===== config.mk =====
export PLATFORM = sky130hd
export DESIGN_NAME = cpu_pipe_ctrl
export DESIGN_NICKNAME = d
export VERILOG_FILES = /design/src/rtl/cpu_pipe_ctrl.sv
export SDC_FILE = /design/constraint.sdc
export NUM_CORES = 1
export LEC_CHECK = 0
export ABC_AREA = 1
export CAP_MARGIN = 40
export CORE_AREA = 2 2 83 85
export DETAILED_ROUTE_END_ITERATION = 12
export DIE_AREA = 0 0 85 87
export PLACE_DENSITY = 0.79
export SYNTH_ARGS = -nofsm -noshare
export SYNTH_HDL_FRONTEND = slang
export SYNTH_SLANG_ARGS = --single-unit
export TNS_END_PERCENT = 1

===== constraint.sdc =====
create_clock -name clk -period 2.89 [get_ports clk]
set_input_delay 0.289 -clock clk [delete_from_list [all_inputs] [get_ports clk]]
set_output_delay 0.289 -clock clk [all_outputs]
set_load 0.1 [all_outputs]

===== src/rtl/cpu_pipe_ctrl.sv =====
// Five-stage pipeline controller: counted register scoreboard, jump/branch wait FSM, memory freeze.
// Optional stall-cycle counters are built when CPU_STALL_CNT_EN is defined.
module cpu_pipe_ctrl #(
    parameter int unsigned NREG = 16,
`ifdef CPU_STALL_CNT_EN
    parameter int unsigned CNT_W = 32,
`endif
    localparam int unsigned RW = $clog2(NREG)
) (
    input  logic          clk,
    input  logic          rst,
    input  logic          dec_valid,
    input  logic [RW-1:0] dec_rs1,
    input  logic [RW-1:0] dec_rs2,
    input  logic          dec_rs1_en,
    input  logic          dec_rs2_en,
    input  logic [RW-1:0] dec_wrt_reg,
    input  logic          dec_wrt_en,
    input  logic          dec_is_jb,
    input  logic          exec_jb_resolve,
    input  logic          exec_jb_taken,
    input  logic [RW-1:0] wb_wrt_reg,
    input  logic          wb_wrt_en,
    input  logic          mem_busy,
    output logic          if_en,
    output logic          dec_en,
    output logic          exec_en,
    output logic          mem_en,
    output logic          wb_en,
    output logic          dec_bubble,
    output logic          if_flush,
    output logic          rd_wrt_stall,
    output logic          jb_stall,
    output logic          sb_err
`ifdef CPU_STALL_CNT_EN
    ,
    output logic [CNT_W-1:0] rd_stall_cnt,
    output logic [CNT_W-1:0] jb_stall_cnt,
    output logic [CNT_W-1:0] mem_stall_cnt
`endif
);

    localparam logic [0:0] ST_IDLE    = 1'b0;
    localparam logic [0:0] ST_JB_WAIT = 1'b1;

    logic [1:0]      cnt_q [NREG];
    logic [1:0]      cnt_d [NREG];
    logic [0:0]      state_q, state_d;
    logic            sb_err_q, sb_err_d;
    logic [NREG-1:0] inc_vec, dec_vec;
    logic            in_idle, retire, issue, hazard, rs1_haz, rs2_haz;
    logic            jb_stall_c, rd_stall_c;

    // A source retiring from WB this cycle with a single pending write is
    // already visible through the write-through register file.
    always_comb begin
        in_idle = (state_q == ST_IDLE);
        retire  = wb_wrt_en & ~mem_busy;
        rs1_haz = dec_rs1_en && (cnt_q[dec_rs1] != 2'd0) &&
                  !(retire && (dec_rs1 == wb_wrt_reg) && (cnt_q[dec_rs1] == 2'd1));
        rs2_haz = dec_rs2_en && (cnt_q[dec_rs2] != 2'd0) &&
                  !(retire && (dec_rs2 == wb_wrt_reg) && (cnt_q[dec_rs2] == 2'd1));
        hazard     = rs1_haz | rs2_haz;
        issue      = dec_valid & ~mem_busy & in_idle & ~hazard;
        jb_stall_c = ~in_idle & ~mem_busy;
        rd_stall_c = hazard & in_idle & dec_valid & ~mem_busy;
    end

    always_comb begin
        inc_vec = '0;
        dec_vec = '0;
        if (issue && dec_wrt_en) inc_vec[dec_wrt_reg] = 1'b1;
        if (retire) dec_vec[wb_wrt_reg] = 1'b1;
        cnt_d    = cnt_q;
        sb_err_d = sb_err_q;
        for (int i = 0; i < NREG; i++) begin
            case ({inc_vec[i], dec_vec[i]})
                2'b10: begin
                    if (cnt_q[i] == 2'd3) sb_err_d = 1'b1;
                    else cnt_d[i] = cnt_q[i] + 2'd1;
                end
                2'b01: begin
                    if (cnt_q[i] == 2'd0) sb_err_d = 1'b1;
                    else cnt_d[i] = cnt_q[i] - 2'd1;
                end
                default: ;
            endcase
        end
    end

    // The resolve pulse is honoured even while memory freezes the pipeline.
    always_comb begin
        state_d = state_q;
        if (state_q == ST_IDLE) begin
            if (issue && dec_is_jb) state_d = ST_JB_WAIT;
        end else if (exec_jb_resolve) begin
            state_d = ST_IDLE;
        end
    end

    always_ff @(posedge clk) begin
        if (rst) begin
            for (int i = 0; i < NREG; i++) cnt_q[i] <= 2'd0;
            state_q  <= ST_IDLE;
            sb_err_q <= 1'b0;
        end else begin
            cnt_q    <= cnt_d;
            state_q  <= state_d;
            sb_err_q <= sb_err_d;
        end
    end

    always_comb begin
        if_en      = 1'b1;
        dec_en     = 1'b1;
        exec_en    = 1'b1;
        mem_en     = 1'b1;
        wb_en      = 1'b1;
        dec_bubble = 1'b0;
        if (!rst) begin
            if (mem_busy) begin
                if_en   = 1'b0;
                dec_en  = 1'b0;
                exec_en = 1'b0;
                mem_en  = 1'b0;
                wb_en   = 1'b0;
            end else if (jb_stall_c || rd_stall_c) begin
                if_en      = 1'b0;
                dec_en     = 1'b0;
                dec_bubble = 1'b1;
            end
        end
        if_flush     = ~rst & exec_jb_resolve & exec_jb_taken & ~in_idle;
        rd_wrt_stall = ~rst & rd_stall_c;
        jb_stall     = ~rst & jb_stall_c;
        sb_err       = ~rst & sb_err_q;
    end

`ifdef CPU_STALL_CNT_EN
    always_ff @(posedge clk) begin
        if (rst) begin
            rd_stall_cnt  <= '0;
            jb_stall_cnt  <= '0;
            mem_stall_cnt <= '0;
        end else begin
            if (rd_stall_c) rd_stall_cnt <= rd_stall_cnt + 1'b1;
            if (jb_stall_c) jb_stall_cnt <= jb_stall_cnt + 1'b1;
            if (mem_busy) mem_stall_cnt <= mem_stall_cnt + 1'b1;
        end
    end
`endif

endmodule


==> run summary, run 1 <==
Drt pass-1 iters = 5
CTS sink cnt = 34
Leak = 2.22 nW
Simple-gate portion of the synthesized area = 0.390
Worst EP arrival = 2960 ps
Skew-Pair Late Insertion Delay = 300 ps
Complex-gate fraction of the synthesized area = 0.162
DIE AREA = 7400 um2
# port buffers = 36
Root buffer cell = clkbuf_8
Area grow syn2layout = 38.7%
Post-synth EDFFs = 0
Post-DRT Antenna Nets = 0
WL final = 13100 um
Fmax = 359 MHz
HP Class = register to register
Fin nets = 781
H-tree depth = 2
VDD IR max = 0.192 mV
Fin crit share = 0.963
IO Pins = 37
# DRC = 0
Fraction of layout cells with a size suffix above 1 = 0.250
Post-Synthesis Cells = 627
Top-count cell post-synth = nand2_1
Starting density of the core = 0.557
Worst-path maximum fanout = 10
Max Cap Viol = 0
Setup Viol. Count Final = 0
CTS tree = built
Number of vias per cell = 5.77
Hold WS = 532 ps
Syn avg cell area = 5.83 um2
DP Area = 4480 um2
Seq/Total Area, Yosys = 0.186
Filler Cell Count = 501
Slew Limit Fails = 0
Initial antenna violation count = 0
Area share of the largest cell type after synthesis = 0.186
Yosys warns = 0
Post-synthesis mux area share = 0
Via count = 4635
Total track usage = 0.335
Syn Nets = 686
Post-Synth Adder-Cell Area = 0.109
Largest net degree at the start of global routing = 21
Cell Area, Synth = 3660 um2
Core area = 6570 um2
Final clock skew = 7.48 ps
GP Congestion = 1.07
Bufs on Longest Clock Path = 2
Setup CP Type = register to register
Setup ws final = 108 ps
Crit path capture type = register
Commonest cells in the netlist = 144 x nand2_1, 92 x inv_1, 76 x nor2_1
Least-Margin Pin Slew = 446 ps
Ranking of synthesized cells by area = dfxtp_1 19%, nand2_1 15%, ha_1 11%, inv_1 9.4%, nand3_1 9.2%
Post-layout minimum cycle time = 2780 ps
Vias in the first global route = 4146
Die width = 85 um
CP required = 3070 ps
First-pass GRT wire length = 19500 um
Startpoint Class = register
Largest area contributor in the netlist = dfxtp_1
Cts bufs inserted = 5
Synth Area in XOR/XNOR = 0.00479
Inserted Diodes = 0
Count of cell types in the netlist = 26
Main synth FF type = dfxtp_1
Die height = 87 um
Clk slew on worst S/H paths = 80 ps
1st-iter DRT viols = 386
Design area = 5070 um2
Status = finished clean
Rel. slew slack = 0.703
Pre-CTS setup slack = -623 ps
Async SR Flop Fraction = 0
Hold Vio Cnt, Final = 0
Row count = 30
#FFs+latches synth = 34
Hpwl dp = 9330 um
DR WL/cell = 16.4 um
Final Power = 1.24 mW
P per Cell Area = 244 nW/um2
Largest family of logic cells by synthesized area = simple AND/OR/NAND/NOR gates
Total grt overflow = 0
==> state kept, by name, summed over array words and instances (netlist names) <==
name,flops
cnt_q,32
sb_err_q,1
state_q,1
==> routing by layer <==
layer,vias to the layer above,GRT usage,wire length (um)
li1,2240,-,-
met1,2071,0.392,5040
met2,258,0.571,6150
met3,66,0.0588,1140
met4,0,0.203,800
met5,-,0,0
==> power breakdown <==
part,switching (mW),total (mW),internal (mW)
logic,0.226,0.380,0.154
registers,0.00876,0.468,0.459
clock network,0.200,0.392,0.193
==> worst max-delay path, stage by stage (launching register included) <==
cell       delay (ps)
dfxtp_4           370
nand2_1            70
nand3_1           120
nand3_1           130
nand2_1            60
nand2_1            50
nand2_1            40
inv_1              40
nand2_1            60
nand2_2            90
nand2_4            60
nor2_4            120
buf_6             120
bufbuf_16         260
nand4_1           140
ha_4              230
nand2_4            70
a21oi_4            60
nor4_2            280
and3_1            200
a21oi_1            70
==> stage by stage <==
stage               TNS [ps]   util  cells
floorplan                  0      -    627
global placement       -3470  0.682    767
detailed placement     -4750  0.682    767
CTS                        0  0.709    780
global route            -137  0.772    803
finish                     0  0.772    803
==> cell type report <==
| class | instances | area, um2 | share of cell area |
|---|---|---|---|
| clock buffers | 7 | 86.3 | 0.0170 |
| clock inverters | 1 | 5.00 | 0.000986 |
| inverters | 96 | 369 | 0.0727 |
| multi-input cells | 466 | 2600 | 0.512 |
| flip-flops and latches | 34 | 763 | 0.150 |
| well taps | 80 | 100 | 0.0197 |
| repair buffers | 118 | 1150 | 0.226 |
| repair inverters | 1 | 7.51 | 0.00148 |
==> cells by family after synthesis <==
family,Yosys count
simple gates,323
buf+inv,127
compound gates,109
flops,34
fa+ha+maj,32
xor+xnor,2
==> what timing repair did <==
item | 4_1_cts | 5_1_grt
pin swaps | 4 | 19
setup endpoints to repair | 3 | 21
gates cloned | 2 | 1
gates resized for setup | 16 | 110
buffers inserted | 3 | 22
hold buffers | 0 | 0
==> path summary, 6_finish.rpt <==
check	startpoint	end	slack, ps	cells past startpoint
max reg2reg	cnt_q[23]$_SDFFE_PP0P_	sb_err_q$_SDFF_PP0_	110	20
max	cnt_q[23]$_SDFFE_PP0P_	sb_err_q$_SDFF_PP0_	110	20
min reg2reg	cnt_q[5]$_SDFFE_PP0P_	cnt_q[5]$_SDFFE_PP0P_	530	2
min	cnt_q[5]$_SDFFE_PP0P_	cnt_q[5]$_SDFFE_PP0P_	530	2
==> placed cells by master (no fill, tap or decap), types with 8 or more instances in the layout <==
cell	count
a211oi_1	12
a21oi_1	44
buf_12	11
buf_4	77
clkdlybuf4s50_1	12
dfxtp_2	15
dfxtp_4	17
dlymetal6s2s_1	9
ha_1	29
inv_1	85
nand2_1	135
nand3_1	58
nand3_2	8
nand4_1	17
nor2_1	74
nor3_1	8
o21ai_0	37
Power figures use the tool's default switching activity.
==> run 2, diff against run 1 <==
--- a/config.mk
+++ b/config.mk
@@ -5,7 +5,6 @@
 export SDC_FILE = /design/constraint.sdc
 export NUM_CORES = 1
 export LEC_CHECK = 0
-export ABC_AREA = 1
 export CAP_MARGIN = 40
 export CORE_AREA = 2 2 83 85
 export DETAILED_ROUTE_END_ITERATION = 12
==> run 2 against run 1 <==
The run now ends with negative setup slack left. Sequential cell count did not move. Cell area rose by 5.4%. Setup slack got worse by 250 ps. Non-clock buffer count rose by 32. Clock-buffer cell count fell by 2. Die area did not move. Critical endpoint unchanged.
==> run summary, run 2 <==
DR WL/cell = 20.4 um
Least-Margin Pin Slew = 496 ps
Setup ws final = -138 ps
# port buffers = 36
Cts bufs inserted = 5
Hold Vio Cnt, Final = 0
RSZ-0062 raised after global routing = true
Startpoint Class = register
1st-iter DRT viols = 587
Complex-gate fraction of the synthesized area = 0.130
Syn Nets = 517
Largest area contributor in the netlist = dfxtp_1
# DRC = 0
Largest family of logic cells by synthesized area = simple AND/OR/NAND/NOR gates
Reg2Reg Depth = 11
Hold path start = cnt_q[17]$_SDFFE_PP0P_
Reg area = 693 um2
Worst EP arrival = 3210 ps
Failing checks = negative setup slack
Largest regs = cnt_q (32), sb_err_q (1), state_q (1)
Via count = 4400
Clk slew on worst S/H paths = 80 ps
HP Class = register to register
Setup Viol. Count Final = 6
Post-Synth Adder-Cell Area = 0.109
CP max stage cell = or4_1
Largest net degree at the start of global routing = 26
Fin nets = 649
Leak = 2.10 nW
Crit path launch = cnt_q[23]$_SDFFE_PP0P_
Filler Cell Count = 349
Hpwl dp = 9670 um
Max incr delay on CP = 610 ps
Rel. slew slack = 0.669
CP required = 3070 ps
Crit path capture type = register
Main synth FF type = dfxtp_1
Count of cell types in the netlist = 45
Status = complete, but fails checks
Utilization after layout = 0.814
H-tree depth = 2
Bufs on Longest Clock Path = 2
Area grow syn2layout = 45.9%
#FFs+latches synth = 34
Slew Limit Fails = 0
VDD IR max = 0.202 mV
Worst hold path depth = 2
Seq/Total Area, Yosys = 0.186
CTS tree = built
Worst-path maximum fanout = 3
Ranking of synthesized cells by area = dfxtp_1 19%, ha_1 11%, mux4_2 7.4%, nand2b_1 6.8%, nor2b_1 6.3%
Core area = 6570 um2
Starting density of the core = 0.558
Max reg flops = 32
Final clock skew = 5.26 ps
Yosys warns = 0
Synth Area in XOR/XNOR = 0.0478
Simple-gate portion of the synthesized area = 0.317
Post-DRT Antenna Nets = 0
Cell Area, Synth = 3660 um2
IO Pins = 37
Commonest cells in the netlist = 40 x nand2b_1, 40 x nor2_1, 37 x nor2b_1
WL final = 13700 um
DIE AREA = 7400 um2
Post-Synthesis Cells = 458
First-pass GRT wire length = 20000 um
Inserted Diodes = 0
Fraction of layout cells with a size suffix above 1 = 0.345
Post-synthesis mux area share = 0.149
Commonest non-fill, non-tap cell in the layout = buf_4
Die height = 87 um
Async SR Flop Fraction = 0
CTS sink cnt = 34
Root buffer cell = clkbuf_8
Drt pass-1 iters = 11
Total track usage = 0.344
Vias in the first global route = 4127
Initial antenna violation count = 0
Die width = 85 um
Syn avg cell area = 8.00 um2
GP Congestion = 1.02
Most frequent cells in the layout = 108 x buf_4, 40 x nand2b_1, 37 x nor2_1
Reg2reg start = cnt_q[23]$_SDFFE_PP0P_
Post-layout minimum cycle time = 3030 ps
Setup CP Type = register to register
Fmax = 330 MHz
Area of the multi-input gates = 3000 um2
Fin crit share = 1.05
Post-synth EDFFs = 0
Skew-Pair Late Insertion Delay = 300 ps
# hold bufs at CTS = 0
Pre-CTS setup slack = -813 ps
Worst path cell trace = mux4_2 > nand2b_1 > o311ai_1 > nand4_1 > or4_1 > ha_1 > nor2b_1 > mux2i_1 > o22ai_2 > nor4_2 > a31oi_1
Area share of the largest cell type after synthesis = 0.186
Number of vias per cell = 6.56
Register name with the most flops = cnt_q
P per Cell Area = 262 nW/um2
Total grt overflow = 0
Row count = 30
Max Cap Viol = 0
-- run 2: cell count changes after synthesis, moves of 12 or more --
cell	delta
nand2b_1	+40
mux2i_1	+22
nand2_1	-120
nor2_1	-36
xor2_1	+14
o21ai_0	-21
a211oi_1	-12
mux4_2	+12
nand3_1	-60
nor4_1	+19
inv_1	-73
nor2b_1	+37
-- run 2: through the flow --
step                      TNS [ps]  power (mW)  cells  hold WS (ps)  cell area, um2
final                         -470        1.40    671           568            5350
after global routing         -1850        1.44    671           583            5350
after CTS                        0        1.37    666           552            5130
after detailed placement    -15370       0.813    654           534            4880
after global placement      -11950       0.806    654           522            4880
after floorplan               -685       0.671    458           385            3730
-- run 2: cell families (layout without fill, tap and decap cells) --
logic type | after synthesis | count (layout)
compound gates | 79 | 79
buf+inv | 44 | 177
flops | 34 | 34
fa+ha+maj | 32 | 32
xor+xnor | 20 | 20
mux | 39 | 39
simple gates | 210 | 210
-- run 2: critical path, delay by kind of cell (launching register included) --
family                     cells  cell delay [ps]
and+or+nand+nor                5             1350
adders and majority gates      1              240
muxes                          2              640
AOI/OAI and AO/OA              3              310
DFF                            1              360
-- run 2: layout make-up --
class                           instances  area share
Inverter                               19      0.0133
Clock inverter                          3      0.0129
Multi-Input combinational cell        380       0.562
Tap cell                               80      0.0187
Clock buffer                            5      0.0129
Timing Repair Buffer                  150       0.251
Sequential cell                        34       0.130
-- run 2: layer usage --
layer,part of all wire,global-route usage,routed length (um)
met4,0.064,0.173,880
met1,0.37,0.413,5000
met2,0.47,0.594,6410
met3,0.10,0.0569,1370
met5,0,0,0
-- run 2: worst paths after layout --
kind	slack, ps	to
min	570	cnt_q[17]$_SDFFE_PP0P_
max reg2reg	-140	sb_err_q$_SDFF_PP0_
max	-140	sb_err_q$_SDFF_PP0_
min reg2reg	570	cnt_q[17]$_SDFFE_PP0P_
-- run 2: timing repair --
item                                    CTS  global route
endpoints found under the setup margin   31            18
resized for setup                        33            43
setup buffers                             3             5
gates cloned                              1             0
pin swaps                                 7            16
-- run 2: power breakdown --
part | leakage [nW] | switching [mW] | internal (mW) | total (mW)
registers | 0.278 | 0.00295 | 0.470 | 0.473
logic | 1.75 | 0.206 | 0.164 | 0.369
clock network | 0.0683 | 0.215 | 0.346 | 0.561
total | 2.10 | 0.423 | 0.980 | 1.40
==> run 3, diff against run 2 <==
--- a/config.mk
+++ b/config.mk
@@ -9,6 +9,7 @@
 export CORE_AREA = 2 2 83 85
 export DETAILED_ROUTE_END_ITERATION = 12
 export DIE_AREA = 0 0 85 87
+export GPL_TIMING_DRIVEN = 0
 export PLACE_DENSITY = 0.79
 export SYNTH_ARGS = -nofsm -noshare
 export SYNTH_HDL_FRONTEND = slang
==> run 3 against run 2 <==
The flow still finishes with violations (negative setup slack). Combinational power is essentially flat. Setup slack lost 120 ps. Clock power decreased by 31%. Clock skew grew 2.8 ps. Maximum frequency decreased by 3.9%. Critical path type is now primary input to output port. Highest routed layer unchanged.
==> run summary, run 3 (synthesis gave the netlist of run 2 again) <==
Status = complete, but fails checks
Failing checks = negative setup slack
Max incr delay on CP = 640 ps
Setup CP Type = primary input to output port
CP required = 2600 ps
Initial antenna violation count = 0
Hold Vio Cnt, Final = 0
DIE AREA = 7400 um2
Area grow syn2layout = 32.1%
Root buffer cell = clkbuf_8
WL final = 12800 um
Max reg flops = 32
Number of vias per cell = 6.50
Crit path capture type = output port
Cts bufs inserted = 5
Pre-CTS setup slack = -1120 ps
Setup Viol. Count Final = 7
Total track usage = 0.307
Commonest non-fill, non-tap cell in the layout = nor2_1
P per Cell Area = 253 nW/um2
RSZ-0062 raised after global routing = true
CTS sink cnt = 34
Worst-path maximum fanout = 5
Bufs on Longest Clock Path = 2
Register name with the most flops = cnt_q
# port buffers = 30
Row count = 30
Largest net degree at the start of global routing = 11
DR WL/cell = 21.1 um
CTS tree = built
1st-iter DRT viols = 514
Die width = 85 um
HP Class = register to register
Hold WS = 505 ps
Drt pass-1 iters = 9
Largest regs = cnt_q (32), sb_err_q (1), state_q (1)
Clk slew on worst S/H paths = 70 ps
# DRC = 0
Fin nets = 586
Total grt overflow = 0
Starting density of the core = 0.558
Rel. slew slack = 0.504
Worst EP arrival = 2860 ps
Fraction of layout cells with a size suffix above 1 = 0.246
Post-DRT Antenna Nets = 0
Die height = 87 um
Post-layout minimum cycle time = 3150 ps
Core area = 6570 um2
Setup ws final = -260 ps
Max Cap Viol = 0
Worst path cell trace = clkdlybuf4s50_1 > nor3b_1 > nand2b_1 > o32ai_1 > a211o_1 > clkdlybuf4s50_1 > buf_8
Most frequent CP cell = clkdlybuf4s50_1
Leak = 1.74 nW
Slew Limit Fails = 0
CP max stage cell = nor3b_1
Most frequent cells in the layout = 39 x nor2_1, 38 x nand2b_1, 35 x nor2b_1, 35 x a21oi_1, 27 x ha_1
Final Power = 1.22 mW
Final clock skew = 8.04 ps
Hpwl dp = 8630 um
IO Pins = 37
Skew-Pair Late Insertion Delay = 300 ps
Via count = 3953
Setup TNS = -842 ps
Fin crit share = 1.09
Vias in the first global route = 3565
First-pass GRT wire length = 17700 um
Least-Margin Pin Slew = 742 ps
Fmax = 317 MHz
Utilization after layout = 0.737
Startpoint Class = primary input
H-tree depth = 2
VDD IR max = 0.234 mV
GP Congestion = 1.02
Inserted Diodes = 0
run 3: area by class of cell:
type                            instances  area (um2)
Buffer                                 24         231
Clock buffer                            7        86.3
Multi-Input combinational cell        380        2990
Timing Repair Buffer                   63         653
Clock inverter                          1        5.00
Tap cell                               80         100
Sequential cell                        34         707
Fill cell                             457        1730
Inverter                               19        71.3
run 3: per-layer routing:
metal,share of wire,vias to the layer above,GRT usage
li1,-,1797,-
met1,0.37,1863,0.365
met2,0.49,229,0.536
met3,0.092,64,0.0701
met4,0.051,0,0.121
met5,0,-,0
run 3: report_power, final:
part           internal [mW]  total (mW)  leakage [nW]  switching, mW
sequential             0.468       0.472         0.283        0.00404
combinational          0.158       0.366          1.41          0.208
clock                  0.193       0.387        0.0482          0.194
total                  0.818        1.22          1.74          0.407
run 3: worst paths after layout:
kind                                             start                endpoint  slack, ps  depth (start not counted)
worst max-delay path                         dec_valid              dec_bubble       -260                          7
worst min register to register  cnt_q[19]$_SDFFE_PP0P_  cnt_q[19]$_SDFFE_PP0P_        510                          2
worst min-delay path            cnt_q[19]$_SDFFE_PP0P_  cnt_q[19]$_SDFFE_PP0P_        510                          2
worst max register to register   cnt_q[2]$_SDFFE_PP0P_     sb_err_q$_SDFF_PP0_       -220                         12
run 3: through the flow:
stage,cells,area [um2]
final,608,4840
after detailed placement,578,4280
after floorplan,458,3730
after global placement,568,4130
after CTS,594,4500
after global routing,608,4840
run 3: timing repair:
| action | CTS | global route |
|---|---|---|
| buffers inserted | 10 | 14 |
| hold endpoints to repair | 0 | 0 |
| gates resized for setup | 27 | 64 |
| endpoints found under the setup margin | 35 | 25 |
| cloned | 0 | 1 |
| pin swaps | 7 | 14 |
| hold buffers | 0 | 0 |
run 3: critical path: cells and delay by family:
kind	cells	cell delay [ps]
simple gates	2	820
buf+inv	3	1240
compound gates	2	510
